File: src/rtl/day_of_year_counter.sv
// day_of_year_counter: BCD day-of-year (1..MAX_DAY) with debounced up/down keys, auto tick and checked parallel load.
module day_of_year_counter #(
  parameter int DEBOUNCE_CYCLES = 500000,
  parameter int TICK_DIV = 50000000,
  parameter int MAX_DAY = 99
) (
  input  logic       clock,
  input  logic       reset_n,
  input  logic       key_up_n,
  input  logic       key_down_n,
  input  logic       auto_en,
  input  logic       load,
  input  logic [3:0] load_msb,
  input  logic [3:0] load_lsb,
  output logic [3:0] MSB,
  output logic [3:0] LSB,
  output logic       changed,
  output logic       load_err
);
  localparam int CW = $clog2(DEBOUNCE_CYCLES + 1);
  localparam int TW = $clog2(TICK_DIV);
  localparam logic [3:0] MAX_T = 4'(MAX_DAY / 10);
  localparam logic [3:0] MAX_U = 4'(MAX_DAY % 10);
  logic [1:0] keys, s1, s2, deb, deb_d1, step;
  logic [CW-1:0] cnt [2];
  logic [TW-1:0] tcnt;
  logic tick, load_ok, at_max, at_min, do_inc, do_dec, err_q;
  logic [7:0] load_val, prev;
  logic [3:0] inc_t, inc_u, dec_t, dec_u, nxt_t, nxt_u;
  assign keys = {key_down_n, key_up_n};
  // bit 0 is the up key, bit 1 the down key; step is a registered press edge
  always_ff @(posedge clock or negedge reset_n)
    if (!reset_n) begin
      s1 <= '1;
      s2 <= '1;
      deb <= '1;
      deb_d1 <= '1;
      step <= '0;
      cnt[0] <= '0;
      cnt[1] <= '0;
    end else begin
      s1 <= keys;
      s2 <= s1;
      deb_d1 <= deb;
      step <= deb_d1 & ~deb;
      for (int i = 0; i < 2; i++)
        if (s2[i] == deb[i]) cnt[i] <= '0;
        else if (cnt[i] == CW'(DEBOUNCE_CYCLES - 1)) begin
          deb[i] <= s2[i];
          cnt[i] <= '0;
        end else cnt[i] <= cnt[i] + 1'b1;
    end
  assign tick = auto_en && tcnt == TW'(TICK_DIV - 1);
  always_ff @(posedge clock or negedge reset_n)
    if (!reset_n) tcnt <= '0;
    else tcnt <= (!auto_en || tick) ? '0 : tcnt + 1'b1;
  assign load_val = {4'd0, load_msb} * 8'd10 + {4'd0, load_lsb};
  assign load_ok = load_msb <= 4'd9 && load_lsb <= 4'd9 && load_val != 8'd0 && load_val <= 8'(MAX_DAY);
  assign at_max = MSB == MAX_T && LSB == MAX_U;
  assign at_min = MSB == 4'd0 && LSB == 4'd1;
  assign inc_t = at_max ? 4'd0 : (LSB == 4'd9 ? MSB + 4'd1 : MSB);
  assign inc_u = at_max ? 4'd1 : (LSB == 4'd9 ? 4'd0 : LSB + 4'd1);
  assign dec_t = at_min ? MAX_T : (LSB == 4'd0 ? MSB - 4'd1 : MSB);
  assign dec_u = at_min ? MAX_U : (LSB == 4'd0 ? 4'd9 : LSB - 4'd1);
  // a tick merges with an up step and cancels a down step
  assign do_inc = ~step[1] & (step[0] | tick);
  assign do_dec = step[1] & ~step[0] & ~tick;
  always_comb begin
    nxt_t = load ? (load_ok ? load_msb : MSB) : do_inc ? inc_t : do_dec ? dec_t : MSB;
    nxt_u = load ? (load_ok ? load_lsb : LSB) : do_inc ? inc_u : do_dec ? dec_u : LSB;
  end
  always_ff @(posedge clock or negedge reset_n)
    if (!reset_n) begin
      MSB <= 4'd0;
      LSB <= 4'd1;
      prev <= 8'h01;
      changed <= 1'b0;
      err_q <= 1'b0;
      load_err <= 1'b0;
    end else begin
      MSB <= nxt_t;
      LSB <= nxt_u;
      prev <= {MSB, LSB};
      changed <= {MSB, LSB} != prev;
      err_q <= load & ~load_ok;
      load_err <= err_q;
    end
endmodule
File: config.mk
export PLATFORM = sky130hd
export DESIGN_NAME = day_of_year_counter
export DESIGN_NICKNAME = d
export VERILOG_FILES = /design/src/rtl/day_of_year_counter.sv
export SDC_FILE = /design/constraint.sdc
export NUM_CORES = 1
export LEC_CHECK = 0
export CAP_MARGIN = 20
export CELL_PAD_IN_SITES_DETAIL_PLACEMENT = 1
export CELL_PAD_IN_SITES_GLOBAL_PLACEMENT = 1
export CORE_UTILIZATION = 35
export DETAILED_ROUTE_END_ITERATION = 7
export GPL_ROUTABILITY_DRIVEN = 0
export PLACE_DENSITY_LB_ADDON = 0.1
export SLEW_MARGIN = 20
export SYNTH_ARGS = -nofsm -noshare
export SYNTH_HDL_FRONTEND = slang
export SYNTH_SLANG_ARGS = --single-unit
File: constraint.sdc
create_clock -name clock -period 2.85 [get_ports clock]
set_input_delay 0.7125 -clock clock [delete_from_list [all_inputs] [get_ports clock]]
set_output_delay 0.7125 -clock clock [all_outputs]
set_load 0.1 [all_outputs]
* After elaboration in Yosys (flattened, before gate mapping)
Index checks and enable logic that the tools add are counted.
** Cells by class
- Add/sub/neg operators :: 8
- Multiply operators :: 1
- Magnitude comparators :: 3
- Equal/unequal tests :: 11
- Mux-type cells :: 21
- Bitwise gates (word level) :: 13
- Reductions and logical operators :: 17
** Operators with widths (count)
- 19-bit two-way mux :: 4
- 4-bit two-way mux :: 16
- 19-bit by 1-bit adder with 19-bit output (second input constant) :: 2
- 19-bit equality test (second input constant) :: 2
- 26-bit by 1-bit adder with 26-bit output (second input constant) :: 1
- 26-bit equality test (second input constant) :: 1
- 26-bit two-way mux :: 1
- 4-bit by 1-bit adder with 4-bit output (second input constant) :: 2
- 8-bit by 4-bit adder with 8-bit output :: 1
- 4-bit equality test (second input constant) :: 2
- 4-bit less-or-equal comparator (second input constant) :: 2
- 8-bit by 7-bit less-or-equal comparator with 1-bit output (second input constant) :: 1
- 4-bit zero test :: 2
- 8-bit != test :: 1
- 8-bit nonzero test :: 1
- 4-bit by 1-bit subtractor with 4-bit output (second input constant) :: 2
- 4-bit by 3-bit multiplier with 7-bit output (second input constant) :: 1
- 1-bit logical AND :: 6
- 1-bit NOT :: 6
- 2-bit AND reduction :: 3
- 1-bit bitwise AND :: 4
- 4-bit by 1-bit equality test with 1-bit output (second input constant) :: 1
- 4-bit by 3-bit != test with 1-bit output (second input constant) :: 1
- 4-bit AND reduction :: 1
- 9 further kinds :: 10
** Word-level totals
- Flip-flop bits (word level) :: 93
- Input bits :: 14
- Word-level logic and storage cells :: 89

* Longest topological paths before layout
Gate-level depths: netlist (run 1).
- Word-level depth :: 7
- Gate-level depth with buffers :: 10

* Least setup slack after synthesis (run 1)
OpenSTA, ideal clock, no wires.
- Path kind :: input to register
- From :: in load_msb[1]
- To :: reg MSB[1]
- Setup time :: 0.126 ns
- Arrival :: 3.394 ns
- Data required time :: 2.724 ns
- Path slack :: -0.671 ns
- Stages :: 10
- Path buffers :: 0
- Cell sequence :: ha_1 -> ha_1 -> fa_1 -> nand4b_1 -> or4bb_1 -> o311a_1 -> a41oi_1 -> a211oi_2 -> nand2_1 -> mux2_2
** Between the ends
- Cells in the longest elaborated chain, start to end :: 7
** RTL lines
- start: declaration :: RTL line 13 : input logic [3:0] load_msb,
- branches (longest 7 deep; another with 8-bit by 4-bit adder with 8-bit output)
- end signal: assignment :: RTL line 81 : MSB <= nxt_t;
- end: declaration :: RTL line 15 : output logic [3:0] MSB,
Parallel ways; which one is timed is not known. The select of a mux whose other input is x is not followed.
A chain may end at the register's enable or synchronous reset.

* Worst setup path after layout (run 1)
- From :: in load_msb[3]
- To :: reg MSB[1]
** Between the ends
- Cells in the longest elaborated chain, start to end :: 7
** RTL lines
- branches (longest 4 deep; another with 8-bit by 4-bit adder with 8-bit output)
- 1-bit logical AND * :: RTL line 58 : assign load_ok = load_msb <= 4'd9 && load_lsb <= 4'd9 && load_val != 8'd0 && load_val <= 8'(MAX_DAY);
- 2-bit by 1-bit != test with 1-bit output (no source line) *
- 4-bit AND reduction (no source line) *
Every way passes the cells marked *.

==> summary.md, run 1 <==
| Metric | Value |
|---|---|
| Drt first-iter violations | 167 |
| Die ar. | 14600 um2 |
| Critical path class | in2reg |
| RSZ-0062 raised after global routing | yes |
| Syn_nets | 541 |
| NumNets Final | 600 |
| Largest net degree at the start of global routing | 42 |
| DR WL/cell | 15.6 um |
| Synth area leaders | dfrtp_1 42%, xor2_1 8.1%, nor2_1 6.1% |
| Yosys cell types | 63 |
| Worst skew pair latency | 350 ps |
| CP arrival | 3190 ps |
| Antenna Nets Post-Route | 0 |
| CP max stage cell | fa_2 |
| Max rail drop VDD | 0.305 mV |
| FF-to-FF setup slack | 350 ps |
| Cells after synthesis | 512 |
| Final setup vio count | 8 |
| Max cap viols | 0 |
| Area leader, netlist | dfrtp_1 |
| Residual DRC | 0 |
| Final period utilization | 104% |
| Crit path buf inv count | 1 |
| Worst setup EP type | flip-flop |
| Clk sinks | 93 |
| Vias per cell | 5.08 |
| Vias in the first global route | 4221 |
| Row cnt | 43 |
| Final Hold Vio Count | 0 |
| Cell Chain, Critical Path | buf_8, ha_4, ha_4, fa_2, nand4b_1, or4bb_1, o311a_1, a41oi_2, a211oi_4, nand2_2, mux2_4 |
| IO Port Bufs | 23 |
| Crit-path max FO | 4 |
| Register area share after synthesis | 47.2% |
| Number of synthesized flops with an enable pin | 0 |
| Worst Skew | 10.8 ps |
| Final worst slack | -110 ps |
| Total power | 3860 uW |
| Grt ovf | 0 |
| Max-slew violations | 0 |
| Area delta synth->final | 21.4% |
| Drt pass-1 iters | 4 |
| YS warnings | 0 |
| Element type at the critical path start | input pin |
| Hold crit path type | in2async |
| Placed inst area | 5670 um2 |
| Headroom to the max-slew limit | 61.4% |
| #FFs+latches synth | 93 |
| CTS buffer count | 9 |
| Clock Tree Buf Depth | 2 |
| Mapped Area | 4950 um2 |
| First-pass GRT wire length | 20800 um |
| Die width | 121 um |
| P_leak | 0.00261 uW |
| DPL Wire Length | 8240 um |
| Proportion of netlist area held by the largest area contributor | 41.9% |
| Worst path max stage delay | 570 ps |
| Pre-CTS setup slack | -1030 ps |
| Ys async rst share | 100% |
| I/O Pins | 24 |
| # H-tree levels | 3 |
| Clock-pin slew on the worst setup and hold paths | 70 ps |
| Status | complete, but fails checks |
| CTS tree | built |
| Die height | 121 um |
| Critical path required time | 3080 ps |
| Cts-stage hold buffer count | 0 |
| Cell mode on critical path | ha_4 |
| Failing checks | negative setup slack |
| Worst-margin pin slew | 577 ps |
| Synth Area per Inst | 9.68 um2 |
| Post-route cell area | 6020 um2 |
| Vias after detailed routing | 3838 |
| Min cycle time layout | 2960 ps |
| Antenna diodes | 0 |
| Setup tns final | -443 ps |
| Pwr per Cell Area | 642 nW/um2 |
| Fmax | 338 MHz |
| Tot GR Track Use | 18.1% |
| Primary FF master, synth | dfrtp_1 |
| Layout cells sized above 1 | 18.4% |
| Root Driver | clkbuf_16 |
| Initial Util | 35.8% |
| Initial antenna violation count | 0 |
| Delay-heaviest family, CP | adder cells |
| WL final | 11800 um |
| Core area | 13800 um2 |
-- power breakdown --
part           internal, uW  switching, uW  leakage [uW]
clock network           596            524      0.000134
registers              1440            173       0.00122
logic                   383            747       0.00126
total                  2420           1440       0.00261
-- cells by family (layout without fill, tap and decap cells) --
logic type | count (synthesis) | count (layout) | share of synthesized area (%)
xor gates and xnor gates | 70 | 70 | 12.4
DFF | 93 | 93 | 47.2
AOI/OAI and AO/OA | 60 | 60 | 8.18
buffers and inverters | 41 | 105 | 3.28
adders and majority gates | 15 | 15 | 4.09
and+or+nand+nor | 224 | 224 | 22.9
muxes | 9 | 9 | 1.92
-- timing repair --
| action | 4_1_cts | 5_1_grt |
|---|---|---|
| setup buffers | 4 | 1 |
| endpoints found under the setup margin | 9 | 8 |
| pin swaps | 14 | 5 |
| resized for setup | 30 | 5 |
-- worst register-to-register path, cell delays in order (launching register included) --
cell,delay [ps]
dfrtp_1,420
or4_4,560
nor4_4,320
a32oi_1,200
buf_12,200
mux2_1,320
o21ai_1,130
o21ai_0,120
o2bb2ai_1,160
-- metrics by stage --
stage,std cells,hold slack [ps],utilization (%)
floorplan,512,331,-
global placement,735,337,41.0
detailed placement,735,336,41.0
CTS,755,351,43.4
global route,756,359,43.5
finish,756,343,43.5
-- worst paths after layout --
kind,cells past startpoint,endpoint,from
setup / recovery,11,MSB[1],load_msb[3]
hold / removal,1,MSB[3],reset_n
setup reg to reg,8,MSB[2],tcnt[8]
hold reg to reg,0,load_err,err_q
max in group asynchronous,2,tcnt[11],reset_n
min in group clock,0,load_err,err_q
-- Yosys cell counts (all sizes together), types with 3 or more instances --
| master | number |
|---|---|
| nand3 | 29 |
| xnor2 | 24 |
| buf | 4 |
| dfrtp | 83 |
| nand4 | 13 |
| nand2 | 35 |
| nor3 | 9 |
| nor4 | 6 |
| a41oi | 3 |
| a21o | 3 |
| inv | 24 |
| mux2 | 4 |
| mux2i | 5 |
| dfstp | 10 |
| nor2 | 81 |
| or4bb | 3 |
| ha | 13 |
| or4 | 5 |
| or2 | 3 |
| and3 | 12 |
| o21ai | 16 |
| or3 | 9 |
| a21oi | 15 |
| and4 | 3 |
| and2 | 3 |
| xor2 | 46 |
| nand2b | 3 |
| nor2b | 3 |
| clkbuf | 12 |
-- area by class of cell --
type | instances | area (um2)
clock buffers | 11 | 233
multi-input cells | 378 | 2560
inverters | 25 | 93.8
clock inverters | 5 | 36.3
well taps | 180 | 225
fillers | 1547 | 7810
flip-flops and latches | 93 | 2340
repair buffers | 64 | 529
-- placed cells by master (no fill, tap or decap), types with 3 or more instances in the layout --
cell / instances
buf_2: 3
xnor2_1: 24
nand4_1: 13
inv_1: 23
o21ai_0: 15
dfstp_2: 10
dfrtp_1: 83
mux2i_1: 5
a21oi_1: 14
nor4_1: 5
or2_2: 3
buf_4: 49
ha_1: 9
and3_1: 12
nand2_1: 34
nor3_1: 9
ha_4: 4
a21o_1: 3
or4bb_1: 3
clkbuf_16: 9
nand3_1: 29
clkdlybuf4s50_1: 5
xor2_1: 46
or3_1: 9
nand2b_1: 3
or4_4: 3
nor2_1: 80
and4_1: 3
-- sequential cells by signal (all words and copies together), names as in the netlist --
signal    cells
changed       1
s1            2
load_err      1
deb_d1        2
step          2
prev          8
LSB           4
tcnt         26
err_q         1
MSB           4
s2            2
deb           2
cnt          38
-- per-layer routing --
layer | track usage, % | wire (um) | vias up
li1 | - | - | 1884
met3 | 4.04 | 296 | 12
met4 | 5.25 | 149 | 0
met2 | 29.7 | 5680 | 29
met1 | 23.9 | 5690 | 1913
met5 | 0 | 0 | -
Note: power is estimated with default switching activity, not from simulation.
==> run 2, diff against run 1 <==
==> constraint.sdc (replaced) <==
create_clock -name clock -period 2.85 [get_ports clock]
set_input_delay 0.7125 -clock clock [delete_from_list [all_inputs] [get_ports clock]]
set_output_delay 0.7125 -clock clock [all_outputs]
set_load 0.02 [all_outputs]
==> run 2 against run 1 <==
- largest power group unchanged
- sequential share of layout area decreased by 0.47 points
- clock skew about the same
- setup slack worse by 30 ps
- sequential power is essentially flat
- first-iteration DRC count up 9.0%
- wire length shrank 1.2%
- the run still ends with negative setup slack left
- via count grew 0.57%
- critical path type unchanged
==> summary.md, run 2 (synthesis results as in run 1) <==
| Metric | Value |
|---|---|
| Worst skew pair latency | 360 ps |
| CTS tree | built |
| Largest register FFs | 38 |
| Post-route cell area | 6090 um2 |
| Tot GR Track Use | 17.7% |
| Die width | 121 um |
| Antenna Nets Post-Route | 0 |
| Drt pass-1 iters | 4 |
| DR WL/cell | 15.4 um |
| Fmax | 334 MHz |
| Antenna diodes | 0 |
| Net switching fraction of the power | 31.6% |
| Max-slew violations | 0 |
| Grt ovf | 0 |
| Die height | 121 um |
| Pre-CTS setup slack | -1030 ps |
| Failing checks | negative setup slack |
| Clk sinks | 93 |
| CTS buffer count | 9 |
| Sw power | 1180 uW |
| Clock-pin slew on the worst setup and hold paths | 70 ps |
| Clock Tree Buf Depth | 2 |
| P_leak | 0.00261 uW |
| Pwr per Cell Area | 611 nW/um2 |
| Vias in the first global route | 4197 |
| Comb pwr share | 22.1% |
| Final setup vio count | 8 |
| Core area | 13800 um2 |
| First-pass GRT wire length | 20300 um |
| Residual DRC | 0 |
| Most frequent cells in the layout | 83 x dfrtp_1, 81 x nor2_1, 45 x xor2_1 |
| Element type at the critical path start | input pin |
| DP Cell Count | 733 |
| Area delta synth->final | 22.9% |
| FF-to-FF setup slack | 360 ps |
| Min cycle time layout | 2990 ps |
| Worst-case reg-to-reg path depth | 8 |
| Final worst slack | -141 ps |
| Initial antenna violation count | 0 |
| Status | complete, but fails checks |
| Hold crit path type | in2async |
| # H-tree levels | 3 |
| Root Driver | clkbuf_16 |
| Worst-margin pin slew | 589 ps |
| Layout Cells excl Fill | 756 |
| NumNets Final | 600 |
| Largest net degree at the start of global routing | 74 |
| Max cap viols | 0 |
| Layout cells sized above 1 | 17.0% |
| Headroom to the max-slew limit | 60.6% |
| Top reg by flops | cnt |
| Final period utilization | 105% |
| Crit-path max FO | 5 |
| Drt first-iter violations | 182 |
| DPL Wire Length | 8160 um |
| Vias per cell | 5.11 |
| Critical path required time | 3090 ps |
| Final Core Density | 44.1% |
| Final Hold Vio Count | 0 |
| Seq pwr share | 43.5% |
| Placed inst area | 5680 um2 |
| RSZ-0062 raised after global routing | yes |
| Initial Util | 35.8% |
| Worst setup EP type | flip-flop |
| Worst Skew | 10.8 ps |
| Int Pwr | 2540 uW |
| Row cnt | 43 |
| Most common cell after layout, fill and taps aside | dfrtp_1 |
| Setup tns final | -725 ps |
| Critical path class | in2reg |
| WL final | 11700 um |
| RR Startpoint | tcnt[8] |
| FF-to-FF End | MSB[2] |
| Clock share of power | 34.3% |
| CP arrival | 3230 ps |
| Die ar. | 14600 um2 |
| IO Port Bufs | 23 |
| Max rail drop VDD | 0.441 mV |
| I/O Pins | 24 |
| Top Registers | cnt (38), tcnt (26), prev (8) |
| Vias after detailed routing | 3860 |
run 2: cell types whose count changed in the layout (fill, tap and decap cells not counted), moves of 2 or more:
cell | before | now
buf_4 | 49 | 40
clkbuf_1 | 2 | 0
clkdlybuf4s50_1 | 5 | 15
clkinv_2 | 2 | 0
run 2: critical path, cell delays in order:
cell and delay [ps]:
buf_8 100, ha_4 230, ha_4 160, fa_2 580, nand4b_1 140, or4bb_1 490
o311a_1 130, a41oi_2 240, a211oi_4 60, nand2_2 90, mux2_4 290
run 2: how the worst max path moves through the flow:
stage / startpoint / to / slack [ps] / cells past startpoint
2_1_floorplan: load_msb[1] / MSB[1] / -450 / 10
3_3_place_gp: load_msb[3] / MSB[1] / -1010 / 11
3_5_place_dp: load_msb[3] / MSB[1] / -1030 / 11
4_1_cts: load_msb[3] / MSB[1] / -200 / 10
5_1_grt: load_msb[3] / MSB[1] / -210 / 11
6_report: load_msb[3] / MSB[1] / -140 / 11
run 2: area by class of cell:
type                       count  area, um2
fill                        1545       7740
multi-input combinational    378       2560
sequential                    93       2340
timing repair buffer          64        553
clock buffer                   9        225
tap                          180        225
inverter                      25       93.8
clock inverter                 7       91.3
run 2: per-stage QoR:
step	hold slack, ps	power, uW
5_1_grt	258	3930
4_1_cts	250	3770
3_3_place_gp	338	2430
2_1_floorplan	331	2100
3_5_place_dp	341	2450
6_report	252	3720
run 2: layer usage:
metal	up-vias	track usage [%]	share of wire, %
met4	0	4.40	0.98
li1	1876	-	-
met3	9	4.93	3.1
met2	35	29.6	49
met5	-	0	0
met1	1940	22.4	47
run 2: power by group through the flow:
stage	clock network (uW)	registers [uW]	logic (uW)
after floorplan	0	1610	495
after global placement	0	1650	780
after detailed placement	0	1650	798
after CTS	1330	1620	820
after global routing	1370	1650	912
final	1280	1620	823
run 2: repair_timing:
action,4_1_cts,5_1_grt
gates resized for setup,27,8
buffers inserted,7,1
endpoints found under the setup margin,9,9
hold buffers,0,0
gates cloned,0,0
pin swaps,14,7
==> run 3, diff against run 2 <==
Settings changed: ABC_AREA set to 1, SLEW_MARGIN 20 to 25.
==> run 3 against run 2 <==
- largest cell class unchanged
- register-to-register slack better by 350 ps
- combinational power is 11% higher
- non-clock buffer count is 18 lower
- sequential share of layout area is 1.6 points lower
- largest power group unchanged
- via count is 15% higher
- the flow finishes with violations (design-rule violations)
==> summary.md, run 3 <==
| Metric | Value |
|---|---|
| Layout cells sized above 1 | 17.5% |
| Row cnt | 44 |
| Drt first-iter violations | 189 |
| IO Port Bufs | 23 |
| Core area | 14800 um2 |
| Hold crit path type | in2async |
| Die height | 126 um |
| Initial antenna violation count | 0 |
| Min cycle time layout | 2700 ps |
| Initial Util | 36.3% |
| Headroom to the max-slew limit | 63.0% |
| Die ar. | 15800 um2 |
| I/O Pins | 24 |
| YS warnings | 0 |
| Clock-pin slew on the worst setup and hold paths | 60 ps |
| Yosys cell types | 47 |
| First-pass GRT wire length | 23400 um |
| CTS tree | built |
| Element type at the critical path start | input pin |
| RR Startpoint | tcnt[0] |
| CP arrival | 2990 ps |
| Placed inst area | 5950 um2 |
| Drt pass-1 iters | 6 |
| Final setup vio count | 0 |
| Vias in the first global route | 4856 |
| Worst setup EP type | flip-flop |
| Syn_nets | 681 |
| Antenna Nets Post-Route | 0 |
| Proportion of netlist area held by the largest area contributor | 38.8% |
| Largest net degree at the start of global routing | 54 |
| Fmax | 370 MHz |
| DR WL/cell | 14.8 um |
| #FFs+latches synth | 93 |
| Max rail drop VDD | 0.317 mV |
| Area leader, netlist | dfrtp_1 |
| NumNets Final | 732 |
| Area delta synth->final | 18.9% |
| Top Registers | cnt (38), tcnt (26), prev (8) |
| Critical path required time | 3140 ps |
| Worst-margin pin slew | 555 ps |
| Failing checks | design-rule violations |
| Vias per cell | 4.99 |
| Final Hold Vio Count | 0 |
| Critical path class | in2reg |
| P_leak | 0.00285 uW |
| Register area share after synthesis | 43.7% |
| Setup tns final | 0 ps |
| Worst Skew | 7.39 ps |
| Primary FF master, synth | dfrtp_1 |
| Total power | 3730 uW |
| Most common cell after layout, fill and taps aside | nand2_1 |
| Sequential cell area | 2340 um2 |
| Number of synthesized flops with an enable pin | 0 |
| Cells after synthesis | 652 |
| Mapped Area | 5350 um2 |
| Vias after detailed routing | 4451 |
| RSZ-0062 raised after global routing | no |
| Residual DRC | 3 |
| Antenna diodes | 0 |
| Clock Tree Buf Depth | 2 |
| Clk sinks | 93 |
| Crit-path max FO | 7 |
| Root Driver | clkbuf_16 |
| Final period utilization | 94.8% |
| DPL Wire Length | 9950 um |
| Cell with the most instances after synthesis | nand2_1 |
| Largest register FFs | 38 |
| Top reg by flops | cnt |
| Most frequent cells in the layout | 134 x nand2_1, 83 x dfrtp_1, 76 x nor2_1 |
| Fill count | 1789 |
| Status | complete, but fails checks |
| Tot GR Track Use | 18.6% |
| Pre-CTS setup slack | -528 ps |
| Max-slew violations | 0 |
| Ys async rst share | 100% |
| Final worst slack | 148 ps |
| Post-route cell area | 6360 um2 |
| WL final | 13200 um |
| CTS buffer count | 9 |
| Synth Area per Inst | 8.21 um2 |
| Most instantiated cells after synthesis | 139 x nand2_1, 83 x dfrtp_1, 76 x nor2_1 |
| Worst skew pair latency | 350 ps |
| Synth area leaders | dfrtp_1 39%, nand2_1 9.7%, nor2_1 5.3% |
| Multi-input logic area | 2770 um2 |
| Max cap viols | 0 |
| Pwr per Cell Area | 587 nW/um2 |
| Grt ovf | 0 |
| Die width | 126 um |
| # H-tree levels | 3 |
| Crit. Startpoint | load_msb[2] |
[run 3: through the flow]
step	hold slack [ps]	utilization, %	cells
finish	338	43.1	892
global route	364	43.1	892
CTS	359	42.7	891
detailed placement	349	40.3	874
global placement	343	40.3	874
floorplan	331	-	652
[run 3: path summary, 6_finish.rpt]
check	endpoint	slack, ps	cells after the start
min in group clock	s2[0]	360	0
worst max register to register	MSB[3]	710	13
max in group asynchronous	deb_d1[0]	1780	2
worst min-delay path	tcnt[14]	340	1
worst max-delay path	MSB[3]	150	16
worst min register to register	s2[0]	360	0
[run 3: layout make-up]
| class | count | share of cell area, % |
|---|---|---|
| clock buffer | 13 | 4.09 |
| timing repair buffer | 46 | 6.37 |
| sequential | 93 | 36.8 |
| clock inverter | 3 | 0.708 |
| multi-input combinational | 471 | 43.5 |
| tap | 184 | 3.62 |
| inverter | 82 | 4.92 |
[run 3: kinds of logic after synthesis]
family / synth area share (%)
and+or+nand+nor: 33.0
DFF: 43.7
buffers and inverters: 6.45
AOI/OAI and AO/OA: 7.15
xor gates and xnor gates: 5.73
adders and majority gates: 3.79
muxes: 0.210
[run 3: timing repair]
| item | 4_1_cts | 5_1_grt |
|---|---|---|
| hold buffers | 0 | 0 |
| setup endpoints to repair | 9 | 9 |
| buffers inserted | 1 | 1 |
| pin swaps | 8 | 13 |
| resized for setup | 13 | 22 |
[run 3: layer usage]
metal | part of all wire (%) | track usage (%)
met5 | 0 | 0
met4 | 1.5 | 5.95
met3 | 1.8 | 3.61
met2 | 52 | 32.5
met1 | 45 | 23.0
[run 3: where the power goes]
group | total [uW] | internal [uW] | switching, uW | leakage (uW)
logic | 913 | 397 | 516 | 0.00148
registers | 1580 | 1430 | 145 | 0.00123
clock network | 1250 | 729 | 518 | 0.000142
[run 3: critical path: stages]
cell and delay, ps:
dlygate4sd2_1 250, ha_2 200, ha_4 170, fa_1 540, nand2_1 80, nor2_1 100, nand2_1 90, nand3_1 70
nand2_1 60, nand3_1 70, nand2_1 60, inv_2 60, nand2_4 60, a21oi_4 270, nand3_2 110, nand2_2 80
